### config.mk
export PLATFORM = sky130hd
export DESIGN_NAME = reg_bus_slave_flat
export DESIGN_NICKNAME = d
export VERILOG_FILES = /design/src/rtl/reg_bus_pkg.sv /design/src/rtl/reg_bus_if.sv /design/src/rtl/reg_bus_regfile.sv /design/src/rtl/reg_bus_slave.sv /design/src/flat_wrapper.sv
export SDC_FILE = /design/constraint.sdc
export NUM_CORES = 1
export LEC_CHECK = 0
export ABC_AREA = 1
export CAP_MARGIN = 20
export CORE_MARGIN = 2
export CORE_UTILIZATION = 48
export DETAILED_ROUTE_END_ITERATION = 7
export GPL_TIMING_DRIVEN = 0
export HOLD_SLACK_MARGIN = 0.1
export PLACE_DENSITY_LB_ADDON = 0.15
export SYNTH_ARGS = -nofsm -noshare
export SYNTH_HDL_FRONTEND = slang
export SYNTH_HIERARCHICAL = 1
export SYNTH_SLANG_ARGS = --single-unit
### constraint.sdc
create_clock -name clk -period 2.8 [get_ports clk]
set_input_delay 0.28 -clock clk [delete_from_list [all_inputs] [get_ports clk]]
set_output_delay 0.28 -clock clk [all_outputs]
set_load 0.03 [all_outputs]
### src/rtl/reg_bus_pkg.sv
// reg_bus_pkg: state encoding and fixed register map shared by the register-bus slave
package reg_bus_pkg;
    typedef enum logic [1:0] {IDLE, WAIT, RESP} state_t;
    localparam int ADDR_ID = 0;
    localparam int ADDR_WR_COUNT = 1;
    localparam int FIRST_RW = 2;
endpackage

### src/rtl/reg_bus_if.sv
// reg_bus_if: request/acknowledge register bus between a master and a slave
interface reg_bus_if #(
    parameter int DATA_W = 16,
    parameter int ADDR_W = 8
);
    logic req;
    logic write;
    logic [ADDR_W-1:0] address;
    logic [DATA_W-1:0] data_in;
    logic [DATA_W/8-1:0] wstrb;
    logic [DATA_W-1:0] data_out;
    logic ack;
    logic err;
    logic busy;
    modport master (output req, write, address, data_in, wstrb, input data_out, ack, err, busy);
    modport slave (input req, write, address, data_in, wstrb, output data_out, ack, err, busy);
endinterface

### src/rtl/reg_bus_regfile.sv
// reg_bus_regfile: ID/WR_COUNT/R-W storage with byte-strobe writes, read mux and address checking
module reg_bus_regfile import reg_bus_pkg::*; #(
    parameter int DATA_W = 16,
    parameter int ADDR_W = 8,
    parameter int NUM_REGS = 16,
    parameter logic [DATA_W-1:0] ID_VALUE = DATA_W'(16'hA5C3),
    parameter logic [DATA_W-1:0] RESET_VAL = '0
) (
    input  logic clk,
    input  logic rst_n,
    input  logic commit,
    input  logic write,
    input  logic [ADDR_W-1:0] address,
    input  logic [DATA_W-1:0] wdata,
    input  logic [DATA_W/8-1:0] wstrb,
    output logic [DATA_W-1:0] rdata,
    output logic illegal
);
    logic [DATA_W-1:0] regs [FIRST_RW:NUM_REGS-1];
    logic [DATA_W-1:0] wr_count;
    logic [31:0] a;
    logic we;
    assign a = 32'(address);
    assign illegal = a >= NUM_REGS || (write && a < FIRST_RW);
    assign we = commit && write && !illegal;
    always_ff @(posedge clk or negedge rst_n)
        if (!rst_n) begin
            wr_count <= '0;
            for (int i = FIRST_RW; i < NUM_REGS; i++) regs[i] <= RESET_VAL;
        end else if (we) begin
            wr_count <= wr_count + 1'b1;
            for (int i = FIRST_RW; i < NUM_REGS; i++)
                for (int b = 0; b < DATA_W / 8; b++)
                    if (a == 32'(i) && wstrb[b]) regs[i][b*8 +: 8] <= wdata[b*8 +: 8];
        end
    // out-of-range addresses fall through to zero
    always_comb begin
        rdata = '0;
        if (a == ADDR_ID) rdata = ID_VALUE;
        if (a == ADDR_WR_COUNT) rdata = wr_count;
        for (int i = FIRST_RW; i < NUM_REGS; i++)
            if (a == 32'(i)) rdata = regs[i];
    end
endmodule

### src/rtl/reg_bus_slave.sv
// reg_bus_slave: register-bus target with configurable ack latency, byte strobes and error response
module reg_bus_slave import reg_bus_pkg::*; #(
    parameter int DATA_W = 16,
    parameter int ADDR_W = 8,
    parameter int NUM_REGS = 16,
    parameter int LATENCY = 1,
    parameter logic [DATA_W-1:0] ID_VALUE = DATA_W'(16'hA5C3),
    parameter logic [DATA_W-1:0] RESET_VAL = '0
) (
    input logic clk,
    input logic rst_n,
    reg_bus_if.slave bus
);
    typedef struct packed {
        logic write;
        logic [ADDR_W-1:0] address;
        logic [DATA_W-1:0] data;
        logic [DATA_W/8-1:0] strb;
    } req_t;
    state_t state;
    req_t cap;
    logic [1:0] cnt;
    logic commit;
    logic illegal;
    logic [DATA_W-1:0] rdata;
    assign commit = state == WAIT && cnt == '0;
    reg_bus_regfile #(
        .DATA_W(DATA_W), .ADDR_W(ADDR_W), .NUM_REGS(NUM_REGS),
        .ID_VALUE(ID_VALUE), .RESET_VAL(RESET_VAL)
    ) u_regfile (
        .clk(clk), .rst_n(rst_n), .commit(commit), .write(cap.write), .address(cap.address),
        .wdata(cap.data), .wstrb(cap.strb), .rdata(rdata), .illegal(illegal)
    );
    // WAIT always spans LATENCY cycles so ack rises exactly LATENCY edges after the sample
    always_ff @(posedge clk or negedge rst_n)
        if (!rst_n) begin
            state <= IDLE;
            cap <= '0;
            cnt <= '0;
            bus.ack <= 1'b0;
            bus.err <= 1'b0;
            bus.busy <= 1'b0;
            bus.data_out <= '0;
        end else begin
            bus.ack <= commit;
            case (state)
                IDLE: if (bus.req) begin
                    state <= WAIT;
                    cap <= {bus.write, bus.address, bus.data_in, bus.wstrb};
                    cnt <= 2'(LATENCY - 1);
                    bus.busy <= 1'b1;
                end
                WAIT: if (commit) begin
                    state <= RESP;
                    bus.err <= illegal;
                    if (!cap.write) bus.data_out <= rdata;
                end else cnt <= cnt - 1'b1;
                RESP: begin
                    state <= IDLE;
                    bus.busy <= 1'b0;
                end
                default: state <= IDLE;
            endcase
        end
endmodule

### src/flat_wrapper.sv
// flat-port wrapper written by rule: the top's interface ports become plain ports
module reg_bus_slave_flat import reg_bus_pkg::*;
#(
    parameter int DATA_W = 16,
    parameter int ADDR_W = 8,
    parameter int NUM_REGS = 16,
    parameter int LATENCY = 1,
    parameter logic [DATA_W-1:0] ID_VALUE = DATA_W'(16'hA5C3),
    parameter logic [DATA_W-1:0] RESET_VAL = '0
)
  (clk, rst_n, bus_req, bus_write, bus_address, bus_data_in, bus_wstrb, bus_data_out, bus_ack, bus_err, bus_busy);
  reg_bus_if #(.DATA_W(DATA_W), .ADDR_W(ADDR_W)) bus_i ();
  input logic clk;
  input logic rst_n;
  input wire logic [$bits(bus_i.req)-1:0] bus_req;
  input wire logic [$bits(bus_i.write)-1:0] bus_write;
  input wire logic [$bits(bus_i.address)-1:0] bus_address;
  input wire logic [$bits(bus_i.data_in)-1:0] bus_data_in;
  input wire logic [$bits(bus_i.wstrb)-1:0] bus_wstrb;
  output wire logic [$bits(bus_i.data_out)-1:0] bus_data_out;
  output wire logic [$bits(bus_i.ack)-1:0] bus_ack;
  output wire logic [$bits(bus_i.err)-1:0] bus_err;
  output wire logic [$bits(bus_i.busy)-1:0] bus_busy;
  assign bus_i.req = bus_req;
  assign bus_i.write = bus_write;
  assign bus_i.address = bus_address;
  assign bus_i.data_in = bus_data_in;
  assign bus_i.wstrb = bus_wstrb;
  assign bus_data_out = bus_i.data_out;
  assign bus_ack = bus_i.ack;
  assign bus_err = bus_i.err;
  assign bus_busy = bus_i.busy;
  reg_bus_slave #(.DATA_W(DATA_W), .ADDR_W(ADDR_W), .NUM_REGS(NUM_REGS), .LATENCY(LATENCY), .ID_VALUE(ID_VALUE), .RESET_VAL(RESET_VAL)) u_core (.clk(clk), .rst_n(rst_n), .bus(bus_i));
endmodule
**After elaboration in Yosys (flattened, before gate mapping)**

Cells that the tools add are included.
W data, S select, Z words.

- Input port bits: 30
- Logic and storage cells: 161
- Flip-flop bits (word level): 290
- Output and inout bits: 19

- Reductions and logical operators: 73
- Bitwise operators: 1
- Add/sub/neg operators: 2
- Muxes and demuxes: 24
- Equality and inequality tests: 20
- Order comparisons: 2

Operators with widths:

| kind | count |
|---|---|
| $mux W16 | 16 |
| $eq A8 B4 Y1 const B | 8 |
| $reduce_and A2 Y1 | 32 |
| $eq A8 B3 Y1 const B | 4 |
| $logic_and A1 B1 Y1 | 32 |
| $logic_not A32 Y1 | 1 |
| $add A16 B1 Y16 const B | 1 |
| $eq A8 B2 Y1 const B | 2 |
| $eq A8 B1 Y1 const B | 1 |
| $ge A8 B5 Y1 const B | 1 |
| $lt A8 B2 Y1 const B | 1 |
| $mux W2 | 4 |
| $pmux W2 S2 | 2 |
| $reduce_and A3 Y1 | 2 |
| $logic_not A2 Y1 | 2 |
| $ne A2 B2 Y1 const B | 2 |
| $reduce_bool A2 Y1 | 2 |
| $eq A2 B1 Y1 const B | 1 |
| $eq A2 B2 Y1 const B | 1 |
| $ne A2 B1 Y1 const B | 1 |
| $pmux W1 S2 | 1 |
| $sub A2 B1 Y2 const B | 1 |
| $logic_not A1 Y1 | 1 |
| $logic_or A1 B1 Y1 | 1 |
| 2 further kinds | 2 |

**Depth between registers and ports, before layout**

- Word-level depth: 17
- Gate-level depth with buffers: 16
- Mapped depth without buffers: 15

**By module**

Netlist, hierarchy kept.

By module, submodules not included:

| module | seq. area each (um2) | area each (um2) | times used | cells each |
|---|---|---|---|---|
| reg_bus_regfile | 6005.8 | 10970.5 | 1 | 1351 |
| reg_bus_slave | 1251.2 | 2018.2 | 1 | 217 |

**Worst setup path before layout**

No wires, ideal clock.

- Path type: register to register
- From: register u_core.cnt[0]
- To: register u_core/u_regfile/regs[45] (netlist name)
- Arrival: 1.863 ns
- Clock period less this slack: 1.995 ns
- Buffers on the path: 3
- Stages on the path, launching flop included: 15
- Setup time: 0.132 ns
- Slack: 0.805 ns
- Data required time: 2.668 ns
- Cell sequence: dfrtp_1 > inv_1 > ha_1 > buf_2 > nand2_1 > inv_1 > nand3_4 > inv_2 > nand2_2 > inv_2 > buf_6 > nand2_2 > buf_2 > nand2_1 > o21ai_1

- Longest elaborated chain between the ends: 5

RTL lines:

| item | RTL line | source |
|---|---|---|
| from (decl) | reg_bus_slave.sv:22 | `logic [1:0] cnt;` |
| from (signal assigned) | reg_bus_slave.sv:50 | `cnt <= 2'(LATENCY - 1);` |
| from (signal assigned) | reg_bus_slave.sv:57 | `end else cnt <= cnt - 1'b1;` |
| $logic_not A2 Y1 | reg_bus_slave.sv:26 | `assign commit = state == WAIT && cnt == '0;` |
| $logic_and A1 B1 Y1 | reg_bus_slave.sv:26 |  |
| named net u_core.commit | reg_bus_slave.sv:23 | `logic commit;` |
| $logic_and A1 B1 Y1 (2 in a row) | reg_bus_regfile.sv:25 | `assign we = commit && write && !illegal;` |
| $reduce_and A2 Y1 (no source line) | -- |  |
| to (signal, indexed assignment) | reg_bus_regfile.sv:34 | `if (a == 32'(i) && wstrb[b]) regs[i][b*8 +: 8] <= wdata[b*8 +: 8];` |
| to (decl) | reg_bus_regfile.sv:19 | `logic [DATA_W-1:0] regs [FIRST_RW:NUM_REGS-1];` |

The timed path passes the listed nets, and every way through them passes these cells.
A chain may end at the register's enable or synchronous reset.

**Worst setup path after layout**

- From: register u_core/cap[22] (netlist name)
- To: register u_core.bus.data_out[14]

- Longest elaborated chain between the ends: 16
- Elaborated cells between the ends (all ways): 30
- Classes of those cells: eq/ne: 15; mux: 15

RTL lines:

| item | RTL line | source |
|---|---|---|
| from (decl) | reg_bus_slave.sv:21 | `req_t cap;` |
| from (signal assigned) | reg_bus_slave.sv:49 | `cap <= {bus.write, bus.address, bus.data_in, bus.wstrb};` |
| $eq A8 B1 Y1 | reg_bus_regfile.sv:40 | `if (a == ADDR_WR_COUNT) rdata = wr_count;` |
| $mux W16 | reg_bus_regfile.sv:40 |  |
| $mux W16 (13 in a row) | reg_bus_regfile.sv:42 | `if (a == 32'(i)) rdata = regs[i];` |
| $mux W16 (*) | reg_bus_regfile.sv:42 |  |
| named net u_core.rdata[14] | reg_bus_slave.sv:25 | `logic [DATA_W-1:0] rdata;` |
| to (signal assigned) | reg_bus_slave.sv:56 | `if (!cap.write) bus.data_out <= rdata;` |
| to (decl) | reg_bus_if.sv:16 | `modport slave (input req, write, address, data_in, wstrb, output data_out, ack, err, busy);` |

The timed path passes the listed nets; every way through them passes the cells marked *.

==> metrics.txt <==
first-pass GRT wire length=54800 µm; post-route setup slack=0.117 ns; Cells after Synth=1568; die footprint=0.0284 mm²; RSZ-0062 raised after global routing=false; most area-consuming cells after synthesis=dfrtp_1 (56%), nand2_1 (14%), o21ai_1 (6.8%); routed vias=10623; Area Overhead vs Synth=16.2%; number of global-route vias before repair=10274; Worst Path Class, Setup=register to register; Initial Util=0.486; DP Area=roughly 0.014 mm²; CP max stage delay=0.59 ns; CP Launch Point=u_core/cap[22]; HP Class=input pin to register; worst-path fanout max=10; sequential area share after synthesis=0.559; dominant synthesized flop cell=dfrtp_1; design area=about 0.015 mm²; layout cells sized above 1=0.0923; num rows=60; CP Data Required Time=3.25 ns; detailed placement HPWL=25000 µm; CP Capture Type=register; most used cell, CP=nand4_1; Tcrit/Tclk final=0.958; Slew @ Worst Pin=1.10 ns; LEAKAGE=around 0.007 µW; clk slew on worst S/H paths=0.06 ns; Critical Path AT=3.13 ns; Post-Syn Area=0.0130 mm²; H-tree levels=2; final hold vios=0; DR vias/cell=approximately 5.3; grt ovf=0; crit start category=register; chip height=169 µm; first-iteration detailed-routing DRC count=between 900 and 1000; Yosys top cell area share=0.559; TritonRoute pass-1 iters=5; final antenna-violating net count=0; Design Power=just over 10000 µW; clk_skew=approximately 0.014 ns; aggregate routed wire length=between 30000 and 40000 µm; status=finished, final reports clean; Buf/Inv on CP=2; Final #Nets=1687; number of flops mapped to enable cells by yosys=0; asr flop ratio synth=1.00; FF-to-FF End=u_core/bus.data_out[14]; fin crit period=2.68 ns; CP top delay family=simple AND/OR/NAND/NOR gates; # fillers=2529; number of antenna violations at the first check in global routing=0; Layout Cells excl Fill=2021; register bit total from synthesis=a little under 300; post-CTS setup buffer count=0; core area=0.0267 mm²; cell depth of the worst setup path=11; Slew HR=0.259; Max Clock Freq=0.373 GHz; CTS tree=yes; worst vdd ir=0.460 mV; slowest cell on the critical path=nor3_1; Syn Area/Cell=8.28 µm²; CP endpoint=u_core/bus.data_out[14]; max cap viols=0; Buffers on Ports=48; endpoints failing setup=0; Tot GR Track Use=0.245; pre-CTS setup slack=-0.0420 ns; ANT cells=0; worst r2r src=u_core/cap[22]; Root Driver=clkbuf_16; largest net degree at the start of global routing=101; Pins Over Slew Limit=0; number of distinct library cells after synthesis=33; syn_nets=1600; clk sinks=290; DRC viols=0; Routed WL per cell=16.8 µm; R2R depth=11; Power per Cell Area=666 mW/mm²; I/O pin cnt=49; CTS buffer count=34; Post-Route Utilization=0.565; leading area contributor after synthesis=dfrtp_1; CTS max path bufs=3; cells along the critical path=nor2_4 > nand2_4 > buf_2 > nor3_1 > clkbuf_2 > nand2_1 > nand4_1 > nor2_1 > nand4_1 > nand4_1 > nand2_1; Synth Warn #=6; R2R Setup Slk=0.12 ns; Post-Place Cells=about 2000; Clk Latency, worst-skew pair=around 0.5 ns; Die X-Extent=169 µm; gp weighted congestion=approximately 0.86
## report_power, final
group	internal (µW)	switching (µW)
combinational	350	997
sequential	4370	167
clock	2490	1680
total	7210	2850
## cell usage after synthesis, drive strengths merged (4+ instances only)
library cell and n:
o21ai 221, or2 7, dfrtp 290, nand3 46
nor2 137, clkbuf 33, xor2 12, nand2 515
nand4 66, nand3b 5, buf 36, inv 136
nor3 17, a21oi 35, clkinv 4
## worst register-to-register path, delay by kind of cell, from the launching register on
kind	cells	cell delay [ns]
buf+inv	2	0.67
simple gates	9	1.54
flops	1	0.43
## per-layer routing
metal / part of all wire / vias up / track usage
met3: 0.041 / 44 / 0.0313
met1: 0.48 / 5155 / 0.358
li1: - / 5224 / -
met2: 0.45 / 200 / 0.392
met4: 0.022 / 0 / 0.0633
met5: 0 / - / 0
## stage by stage
| step | TNS [ns] | hold WS [ns] |
|---|---|---|
| after floorplan | 0 | -0.0156 |
| after global placement | -3268.34 | 0.458 |
| after detailed placement | -0.0642 | 0.377 |
| after CTS | 0 | 0.308 |
| after global routing | 0 | 0.318 |
| final | 0 | 0.320 |
## worst min path at each step
stage                            from                          to  slack [ns]  depth (start not counted)
6_report               bus_data_in[7]               u_core/cap[9]        0.32                          3
5_1_grt                bus_data_in[4]               u_core/cap[6]        0.32                          3
2_1_floorplan                   rst_n              u_core/bus.ack       -0.02                          0
3_3_place_gp   u_core/bus.data_out[7]      u_core/bus.data_out[7]        0.46                          2
4_1_cts                bus_data_in[7]               u_core/cap[9]        0.31                          3
3_5_place_dp                    rst_n  u_core/u_regfile/regs[201]        0.38                          1
## flip-flops by register name (all words and copies together) (netlist names)
name,cells
u_core/state,2
u_core/bus.ack,1
u_core/bus.err,1
u_core/u_regfile/wr_count,16
u_core/bus.data_out,16
u_core/cap,27
u_core/cnt,2
u_core/u_regfile/regs,224
u_core/bus.busy,1
## timing repair
| item | in CTS | in global routing |
|---|---|---|
| endpoints found under the hold margin | 99 | 0 |
| hold buffers | 1 | 0 |
| endpoints found under the setup margin | 4 | 193 |
| gates resized for setup | 4 | 18 |
## layout make-up
cell class              instances  area [µm²]  area share
plain buffers                  68         337      0.0223
clock buffers                  51        1010      0.0668
clock inverters                10        55.1     0.00365
inverters                     140         532      0.0352
multi-input cells            1069        4920       0.326
flip-flops and latches        290        7260       0.481
well taps                     341         427      0.0283
repair buffers                 52         556      0.0368
## kinds of logic after synthesis
group	count (synthesis)	share of synthesized area
AO/OA/AOI/OAI	257	0.100
XOR/XNOR	15	0.0101
adder cells (fa/ha/maj)	2	0.00193
buffers and inverters	209	0.0659
flip-flops	290	0.559
AND/OR/NAND/NOR	795	0.263
## cells in the final DEF, fill, tap and decap left out, types with 2 or more instances in the layout
| master | Yosys | final |
|---|---|---|
| o21ai_1 | 177 | 177 |
| clkinv_2 | 0 | 8 |
| nor2_1 | 127 | 127 |
| nor2_2 | 7 | 7 |
| nor2_4 | 3 | 3 |
| clkbuf_8 | 0 | 3 |
| ha_1 | 2 | 2 |
| nor3_2 | 4 | 5 |
| clkbuf_16 | 0 | 37 |
| clkbuf_1 | 33 | 37 |
| clkinvlp_4 | 0 | 3 |
| nor3_4 | 0 | 3 |
| xor2_1 | 12 | 12 |
| o21ai_0 | 44 | 44 |
| clkdlybuf4s50_1 | 0 | 47 |
| nand3_1 | 44 | 44 |
| nor3_1 | 13 | 9 |
| clkbuf_2 | 0 | 7 |
| nand2_1 | 492 | 491 |
| clkinv_1 | 4 | 3 |
| a21oi_1 | 35 | 35 |
| inv_1 | 129 | 129 |
| xnor2_1 | 3 | 3 |
| buf_4 | 3 | 4 |
| inv_2 | 7 | 6 |
| or2_0 | 2 | 2 |
| or2_2 | 5 | 5 |
| nand2_2 | 22 | 23 |
| dfrtp_1 | 290 | 290 |
| nand4_1 | 65 | 65 |
| buf_2 | 30 | 29 |
| nand3b_1 | 5 | 5 |
| buf_6 | 3 | 3 |
| buf_16 | 0 | 2 |
Power figures use the tool's default switching activity.
